## src/rtl/ama_riscv_mem_arb_pkg.sv

```systemverilog
// Shared types and defaults for the icache/dcache to main-memory arbiter.
package ama_riscv_mem_arb_pkg;

   localparam int unsigned ADDR_W_DEF = 32;
   localparam int unsigned LINE_W_DEF = 128;

   typedef enum logic [2:0] {
      IDLE    = 3'd0,
      REQ_IC  = 3'd1,
      REQ_DC  = 3'd2,
      WAIT_IC = 3'd3,
      WAIT_DC = 3'd4
   } arb_state_t;

   typedef enum logic {
      SRC_IC = 1'b0,
      SRC_DC = 1'b1
   } arb_src_t;

   function automatic logic is_req_state(arb_state_t s);
      return (s == REQ_IC) || (s == REQ_DC);
   endfunction

endpackage

```

## src/rtl/ama_riscv_mem_arb_pick.sv

```systemverilog
// Grant select between icache and dcache requests.
// MEM_ARB_RR_EN: 2-way round robin with a last-granted pointer; otherwise dcache has fixed priority.
module ama_riscv_mem_arb_pick
   import ama_riscv_mem_arb_pkg::*;
(
   input  logic clk,
   input  logic rst,
   input  logic en,
   input  logic ic_valid,
   input  logic dc_valid,
   output logic grant_ic,
   output logic grant_dc
);

`ifdef MEM_ARB_RR_EN
   arb_src_t last;

   always_ff @(posedge clk) begin
      if (rst) begin
         last <= SRC_IC;
      end else if (grant_ic || grant_dc) begin
         last <= grant_dc ? SRC_DC : SRC_IC;
      end
   end

   // On a tie, favour the side that was not granted last.
   always_comb begin
      grant_dc = en && dc_valid && (!ic_valid || (last == SRC_IC));
      grant_ic = en && ic_valid && !grant_dc;
   end
`else
   logic unused_clk_rst;
   assign unused_clk_rst = ^{clk, rst};

   always_comb begin
      grant_dc = en && dc_valid;
      grant_ic = en && ic_valid && !dc_valid;
   end
`endif

endmodule

```

## src/rtl/ama_riscv_mem_arb.sv

```systemverilog
// Single-outstanding arbiter between icache fills and dcache fills/writebacks toward main memory.
// Arbitration policy selected by MEM_ARB_RR_EN (round robin) versus fixed dcache priority.
module ama_riscv_mem_arb
   import ama_riscv_mem_arb_pkg::*;
#(
   parameter int unsigned ADDR_W = ADDR_W_DEF,
   parameter int unsigned LINE_W = LINE_W_DEF
) (
   input  logic              clk,
   input  logic              rst,
   input  logic              ic_req_valid,
   input  logic [ADDR_W-1:0] ic_req_addr,
   output logic              ic_req_ready,
   output logic              ic_rsp_valid,
   output logic [LINE_W-1:0] ic_rsp_data,
   input  logic              dc_req_valid,
   input  logic              dc_req_we,
   input  logic [ADDR_W-1:0] dc_req_addr,
   input  logic [LINE_W-1:0] dc_req_wdata,
   output logic              dc_req_ready,
   output logic              dc_rsp_valid,
   output logic [LINE_W-1:0] dc_rsp_data,
   output logic              mem_req_valid,
   input  logic              mem_req_ready,
   output logic [ADDR_W-1:0] mem_req_addr,
   output logic              mem_req_we,
   output logic [LINE_W-1:0] mem_req_wdata,
   input  logic              mem_rsp_valid,
   input  logic [LINE_W-1:0] mem_rsp_data
);

   arb_state_t state;
   logic       pick_en;
   logic       grant_ic;
   logic       grant_dc;

   // Outputs are gated by rst so nothing leaks in the cycle reset is first sampled.
   assign pick_en = !rst && (state == IDLE);

   ama_riscv_mem_arb_pick u_pick (
      .clk      (clk),
      .rst      (rst),
      .en       (pick_en),
      .ic_valid (ic_req_valid),
      .dc_valid (dc_req_valid),
      .grant_ic (grant_ic),
      .grant_dc (grant_dc)
   );

   always_ff @(posedge clk) begin
      if (rst) begin
         state         <= IDLE;
         mem_req_addr  <= '0;
         mem_req_we    <= 1'b0;
         mem_req_wdata <= '0;
      end else begin
         unique case (state)
            IDLE: begin
               if (grant_dc) begin
                  state         <= REQ_DC;
                  mem_req_addr  <= dc_req_addr;
                  mem_req_we    <= dc_req_we;
                  mem_req_wdata <= dc_req_wdata;
               end else if (grant_ic) begin
                  state         <= REQ_IC;
                  mem_req_addr  <= ic_req_addr;
                  mem_req_we    <= 1'b0;
                  mem_req_wdata <= '0;
               end
            end
            REQ_IC:  if (mem_req_ready) state <= WAIT_IC;
            REQ_DC:  if (mem_req_ready) state <= WAIT_DC;
            WAIT_IC: if (mem_rsp_valid) state <= IDLE;
            WAIT_DC: if (mem_rsp_valid) state <= IDLE;
            default: state <= IDLE;
         endcase
      end
   end

   always_comb begin
      ic_req_ready  = grant_ic;
      dc_req_ready  = grant_dc;
      mem_req_valid = !rst && is_req_state(state);
      ic_rsp_valid  = !rst && (state == WAIT_IC) && mem_rsp_valid;
      dc_rsp_valid  = !rst && (state == WAIT_DC) && mem_rsp_valid;
      ic_rsp_data   = ic_rsp_valid ? mem_rsp_data : '0;
      // Writeback acks return zero data.
      dc_rsp_data   = (dc_rsp_valid && !mem_req_we) ? mem_rsp_data : '0;
   end

endmodule

```

## config.mk

```make
export PLATFORM = sky130hd
export DESIGN_NAME = ama_riscv_mem_arb
export DESIGN_NICKNAME = d
export VERILOG_FILES = /design/src/rtl/ama_riscv_mem_arb_pkg.sv /design/src/rtl/ama_riscv_mem_arb_pick.sv /design/src/rtl/ama_riscv_mem_arb.sv
export SDC_FILE = /design/constraint.sdc
export NUM_CORES = 1
export LEC_CHECK = 0
export BUFFER_PORTS_ARGS = -buffer_cell sky130_fd_sc_hd__buf_2
export CAP_MARGIN = 20
export CORE_AREA = 2 2 294 296
export CTS_CLUSTER_DIAMETER = 150
export CTS_CLUSTER_SIZE = 24
export DETAILED_ROUTE_END_ITERATION = 12
export DIE_AREA = 0 0 296 298
export PLACE_DENSITY = 0.41
export SYNTH_ARGS = -nofsm -noshare
export SYNTH_HDL_FRONTEND = slang
export SYNTH_SLANG_ARGS = --single-unit
```

## constraint.sdc

```tcl
create_clock -name clk -period 4.8 [get_ports clk]
set_input_delay 0.96 -clock clk [delete_from_list [all_inputs] [get_ports clk]]
set_output_delay 0.96 -clock clk [all_outputs]
set_load 0.005 [all_outputs]
```

==> results_dict.tcl, run 1 <==
set metrics [dict create \
    path_clk_slew_ps 70 \
    cts_buffers 17 \
    worstReg2RegStart "state[0]" \
    cts-htree-levels 4 \
    crit_slowest_cell "dfxtp_1" \
    yosysMostFrequentCell "and2_1" \
    postCtsSetupBuffers 0 \
    drt_iter0_markers 575 \
    multiInputGateArea_mm2 0.00402 \
    synthArstFlopShare_pct 0 \
    synth_seq_area_share_pct 42.7 \
    ys.flop_type "dfxtp_1" \
    root_buffer "clkbuf_16" \
    drive_gt1_share_pct 49.3 \
    netlist_instances 930 \
    post-dp-hpwl_um 44700 \
    finalCritPeriodShare_pct 76.9 \
    cts.sinks 164 \
    cp.required_ps 3840 \
    cts_resized 0 \
    vias 9453 \
    syn_area_mm2 0.00768 \
    status "finished clean" \
    worst_slew_pin_slew_ps 883 \
    synth.avg_cell_area_um2 8.26 \
    drt_wl_total_um 53700 \
    max_freq_mhz 271 \
    clkLatencyLatePin_ps 490 \
    yosysUniqueCellTypes 27 \
    power_leakage_nw 6.79 \
    peakVddDrop_mv 0.228 \
    cpPeakStageDelay_ps 680 \
    maxCapViolations 0 \
    coreArea_mm2 0.0849 \
    first_pass_iters 5 \
    hp-class "reg2reg" \
    port_buffers 748 \
    yosysTopAreaCell "dfxtp_1" \
    arrival_ps 2730 \
    ant_nets 0 \
    syn-num-nets 1257 \
    powerDensity_mw_per_mm2 279 \
    yosys_warnings 0 \
    gr-total-overflow 0 \
    synth_commonest_cells "and2_1 (256), nor2_1 (165), dfxtp_1 (164)" \
    place_ws_ps 1210 \
    worstPathCellList "nand2_1 -> or3_1 -> nor3_2 -> buf_12 -> and2_1 -> buf_2" \
    fp.dieH_um 298 \
    final.setup.worst_slack_ps 1110 \
    pin_count 749 \
    grt_usage_pct 11.5 \
    finalSetupTns_ps 0 \
    hold_buffers 0 \
    end_kind "primary output" \
    n_fill_cell 9827 \
    synth_top_area_share_pct 42.7 \
    rsz0062_at_grt "false" \
    fin_worst_skew_ps 15.3 \
    grt_pass1_wl_um 69500 \
    period_needed_ps 3690 \
    initial_core_util_pct 9.05 \
    drcViolationCount 0 \
    cts_tree "yes" \
    gp_congestion 0.811 \
    area_delta_synth_final_pct 73.6 \
    detail_route.wl_per_cell_um 19.2 \
    fin_hold_ws_ps 488 \
    relSlewSlack_pct 40.8 \
    die_area_mm2 0.0882 \
    via_per_inst 3.39 \
    nets 1948 \
    grt_max_degree 130 \
    antenna_found_initial 50 \
    row_count 107 \
    critPathMaxFanout 69 \
    die_w_um 296 \
    worstSetupPathType "reg2out" \
    critPathLaunch "state[2]" \
    fin_total_pwr_mw 3.72 \
    grt_pass1_vias 8886 \
    crit_path_start_kind "flip-flop" \
    synth-edff-count 0 \
    worstHoldStart "mem_req_wdata[59]" \
    max-clock-path-buffers 2 \
    setup_viol 0 \
    yosys-top-cells-area "dfxtp_1 (43%), and2_1 (21%), a22oi_1 (13%)" \
    seq_area_mm2 0.00328 \
    synth-seq-cells 164 \
    hold_viol 0 \
    slew_violations 0 \
]
-- flip-flops by register name, indices dropped and copies added (netlist names) --
register	count
state	3
mem_req_we	1
mem_req_wdata	128
mem_req_addr	32
-- final timing paths --
kind,cells past startpoint,slack (ps),endpoint
worst max-delay path,6,1110,dc_rsp_data[37]
worst min-delay path,2,490,mem_req_wdata[59]
worst max register to register,5,2090,mem_req_wdata[42]
worst min register to register,2,490,mem_req_wdata[59]
-- power by group --
part	internal [mW]	switching (mW)	total, mW	leakage (nW)
clock	0.848	0.660	1.51	0.311
sequential	1.46	0.0607	1.52	1.34
combinational	0.301	0.394	0.695	5.14
-- cells in the final DEF (no fill, tap or decap), types with 2 or more instances in the layout --
| cell | instances |
|---|---|
| o21a_1 | 2 |
| clkbuf_16 | 17 |
| clkinv_4 | 4 |
| and2_1 | 256 |
| o21ai_0 | 29 |
| o22ai_1 | 3 |
| buf_2 | 747 |
| dfxtp_1 | 164 |
| a211oi_1 | 33 |
| inv_6 | 3 |
| nor3_1 | 4 |
| bufinv_16 | 3 |
| nor3_2 | 2 |
| mux2i_1 | 2 |
| buf_12 | 4 |
| nor2_1 | 165 |
| buf_4 | 15 |
| nand3b_1 | 29 |
| nor4b_1 | 2 |
| a22oi_1 | 129 |
| inv_8 | 3 |
| diode_2 | 11 |
| nand2_1 | 3 |
-- per-layer routing --
metal | wire [um] | track usage (%)
met3 | 5470 | 4.89
met5 | 87 | 0
met1 | 19300 | 11.7
met2 | 26900 | 20.6
met4 | 1900 | 4.62
-- layout make-up --
class	count	area share, %
Clock inverter	14	1.43
Timing Repair Buffer	767	29.6
Multi-Input combinational cell	670	30.1
Clock buffer	18	3.29
Sequential cell	164	24.6
Antenna cell	11	0.206
Tap cell	1144	10.7
Inverter	1	0.0281
-- critical path, delay by kind of cell, from the launching register on --
family / cells / cell delay (ps)
and+or+nand+nor: 4 / 1110
buffers and inverters: 2 / 410
DFF: 1 / 680
-- per-stage QoR --
| stage | utilization, % | cell area, um2 | std cells |
|---|---|---|---|
| after detailed placement | 14.9 | 12700 | 2746 |
| after CTS | 15.7 | 13300 | 2778 |
| after global placement | 14.9 | 12700 | 2746 |
| after global routing | 15.7 | 13300 | 2784 |
| final | 15.7 | 13300 | 2789 |
| after floorplan | - | 7680 | 930 |
-- logic make-up after synthesis --
logic type	synth area share, %
xor gates and xnor gates	0.114
muxes	0.261
and+or+nand+nor	33.3
buffers and inverters	5.26
DFF	42.7
AOI/OAI and AO/OA	18.4
(Power assumes the default switching activity.)
==> inputs of run 2 (changes only) <==
CORE_AREA = 2 2 288 290   (was 2 2 294 296)
DIE_AREA = 0 0 290 292   (was 0 0 296 298)
clock period = 3.6 ns   (was 4.8 ns; I/O delays follow)
==> run 2 against run 1 <==
Final cell count down 2.7%; die area decreased by 4.0%; final area fell by 1.1%; global-route usage is 0.86 points higher; wire length increased by 1.2%; sequential share of layout area increased by 0.28 points; sequential cell count stayed put; largest cell class unchanged.
==> results_dict.tcl, run 2 (synthesis results as in run 1) <==
set metrics [dict create \
    pin_count 749 \
    cts_tree "yes" \
    area_delta_synth_final_pct 71.6 \
    powerDensity_mw_per_mm2 362 \
    crit_slowest_cell "dfxtp_1" \
    path_clk_slew_ps 80 \
    seq_area_mm2 0.00328 \
    peakVddDrop_mv 0.326 \
    grt_pass1_wl_um 73100 \
    grt_pass1_vias 9102 \
    dp_cells 2666 \
    crit_family "simple AND/OR/NAND/NOR gates" \
    grt_usage_pct 12.4 \
    cpPeakStageDelay_ps 580 \
    worstSetupPathType "reg2out" \
    max_freq_mhz 311 \
    detail_route.wl_per_cell_um 20.0 \
    fin_worst_skew_ps 15.2 \
    end_kind "primary output" \
    ant_nets 0 \
    critPathMaxFanout 128 \
    row_count 105 \
    largest_register_ff_count 128 \
    final_util_pct 16.2 \
    fin_cells 2714 \
    maxCapViolations 0 \
    crit_path_start_kind "flip-flop" \
    mostFrequentLayoutCells "buf_2 (746), and2_1 (256), nor2_1 (165)" \
    period_needed_ps 3220 \
    path_buf_inv 2 \
    setup_viol 0 \
    post-dp-hpwl_um 45400 \
    worstPathCellList "nand2_1 -> or3_1 -> nor3_2 -> buf_12 -> and2_1 -> buf_2" \
    drt_wl_total_um 54300 \
    final_common_cell "buf_2" \
    first_pass_iters 4 \
    clkLatencyLatePin_ps 470 \
    nets 1942 \
    finalSetupTns_ps 0 \
    slew_violations 0 \
    initial_core_util_pct 9.42 \
    via_per_inst 3.49 \
    drt_iter0_markers 422 \
    cp.required_ps 2880 \
    multiInputGateArea_mm2 0.00402 \
    coreArea_mm2 0.0816 \
    n_fill_cell 9415 \
    place_ws_ps 684 \
    arrival_ps 2500 \
    worst_slew_pin_slew_ps 997 \
    top_register "mem_req_wdata" \
    cts_buffers 17 \
    drive_gt1_share_pct 49.0 \
    power_leakage_nw 6.72 \
    grt_max_degree 162 \
    die_area_mm2 0.0847 \
    die_w_um 290 \
    cts.sinks 164 \
    relSlewSlack_pct 33.6 \
    cts-htree-levels 4 \
    vias 9466 \
    fp.dieH_um 292 \
    antenna_found_initial 52 \
    finalCritPeriodShare_pct 89.5 \
    hold_viol 0 \
    drcViolationCount 0 \
    cts_resized 0 \
    postCtsSetupBuffers 0 \
    max-clock-path-buffers 2 \
    gp_congestion 0.825 \
    rsz0062_at_grt "false" \
    hp-class "reg2reg" \
    status "finished clean" \
    root_buffer "clkbuf_16" \
    top_regs "mem_req_wdata: 128 flops, mem_req_addr: 32 flops, state: 3 flops" \
    hold_buffers 0 \
    final.setup.worst_slack_ps 380 \
    gr-total-overflow 0 \
    port_buffers 748 \
]
-- run 2: changes by cell type in the layout (fill, tap and decap cells not counted), moves of 2 or more --
cell	before	now
buf_12	4	7
buf_4	15	7
bufinv_16	3	1
clkbuf_1	0	2
clkinv_4	4	2
clkinvlp_4	0	5
diode_2	11	16
inv_6	3	1
inv_8	3	0
-- run 2: per-layer routing --
layer	GRT usage [%]	wire [um]	part of all wire [%]
met5	0	12	0.022
met2	21.5	26800	49
met4	5.92	2520	4.6
met3	3.86	3670	6.8
met1	13.7	21300	39
-- run 2: cell type report --
type | instances | share of cell area [%]
Sequential cell | 164 | 24.9
Timing Repair Buffer | 761 | 29.9
Clock inverter | 11 | 0.788
Tap cell | 1070 | 10.2
Antenna cell | 16 | 0.304
Inverter | 1 | 0.0285
Multi-Input combinational cell | 670 | 30.5
Clock buffer | 21 | 3.49
-- run 2: path summary, 6_finish.rpt --
kind	startpoint	to	slack, ps	cells past startpoint
setup / recovery	state[2]	dc_rsp_data[113]	380	6
hold / removal	mem_req_wdata[109]	mem_req_wdata[109]	490	2
setup reg to reg	state[2]	mem_req_wdata[55]	1280	7
hold reg to reg	mem_req_wdata[109]	mem_req_wdata[109]	490	2
-- run 2: metrics by stage --
stage	area, um2	power, mW	hold slack, ps
6_report	13200	4.78	491
5_1_grt	13200	5.05	465
4_1_cts	13100	4.90	419
3_5_place_dp	12600	3.02	480
3_3_place_gp	12600	3.02	476
2_1_floorplan	7680	2.47	490
-- run 2: worst register-to-register path, cell delays in order, from the launching register on --
cell and delay [ps]:
dfxtp_1 440, nor4_4 310, buf_4 260, and2_4 380
buf_12 270, buf_12 300, a22oi_1 160, nor2_1 130
-- run 2: power by group --
part | switching, mW | internal [mW] | leakage (nW)
clock | 0.826 | 0.988 | 0.262
sequential | 0.0796 | 1.95 | 1.34
combinational | 0.535 | 0.406 | 5.12
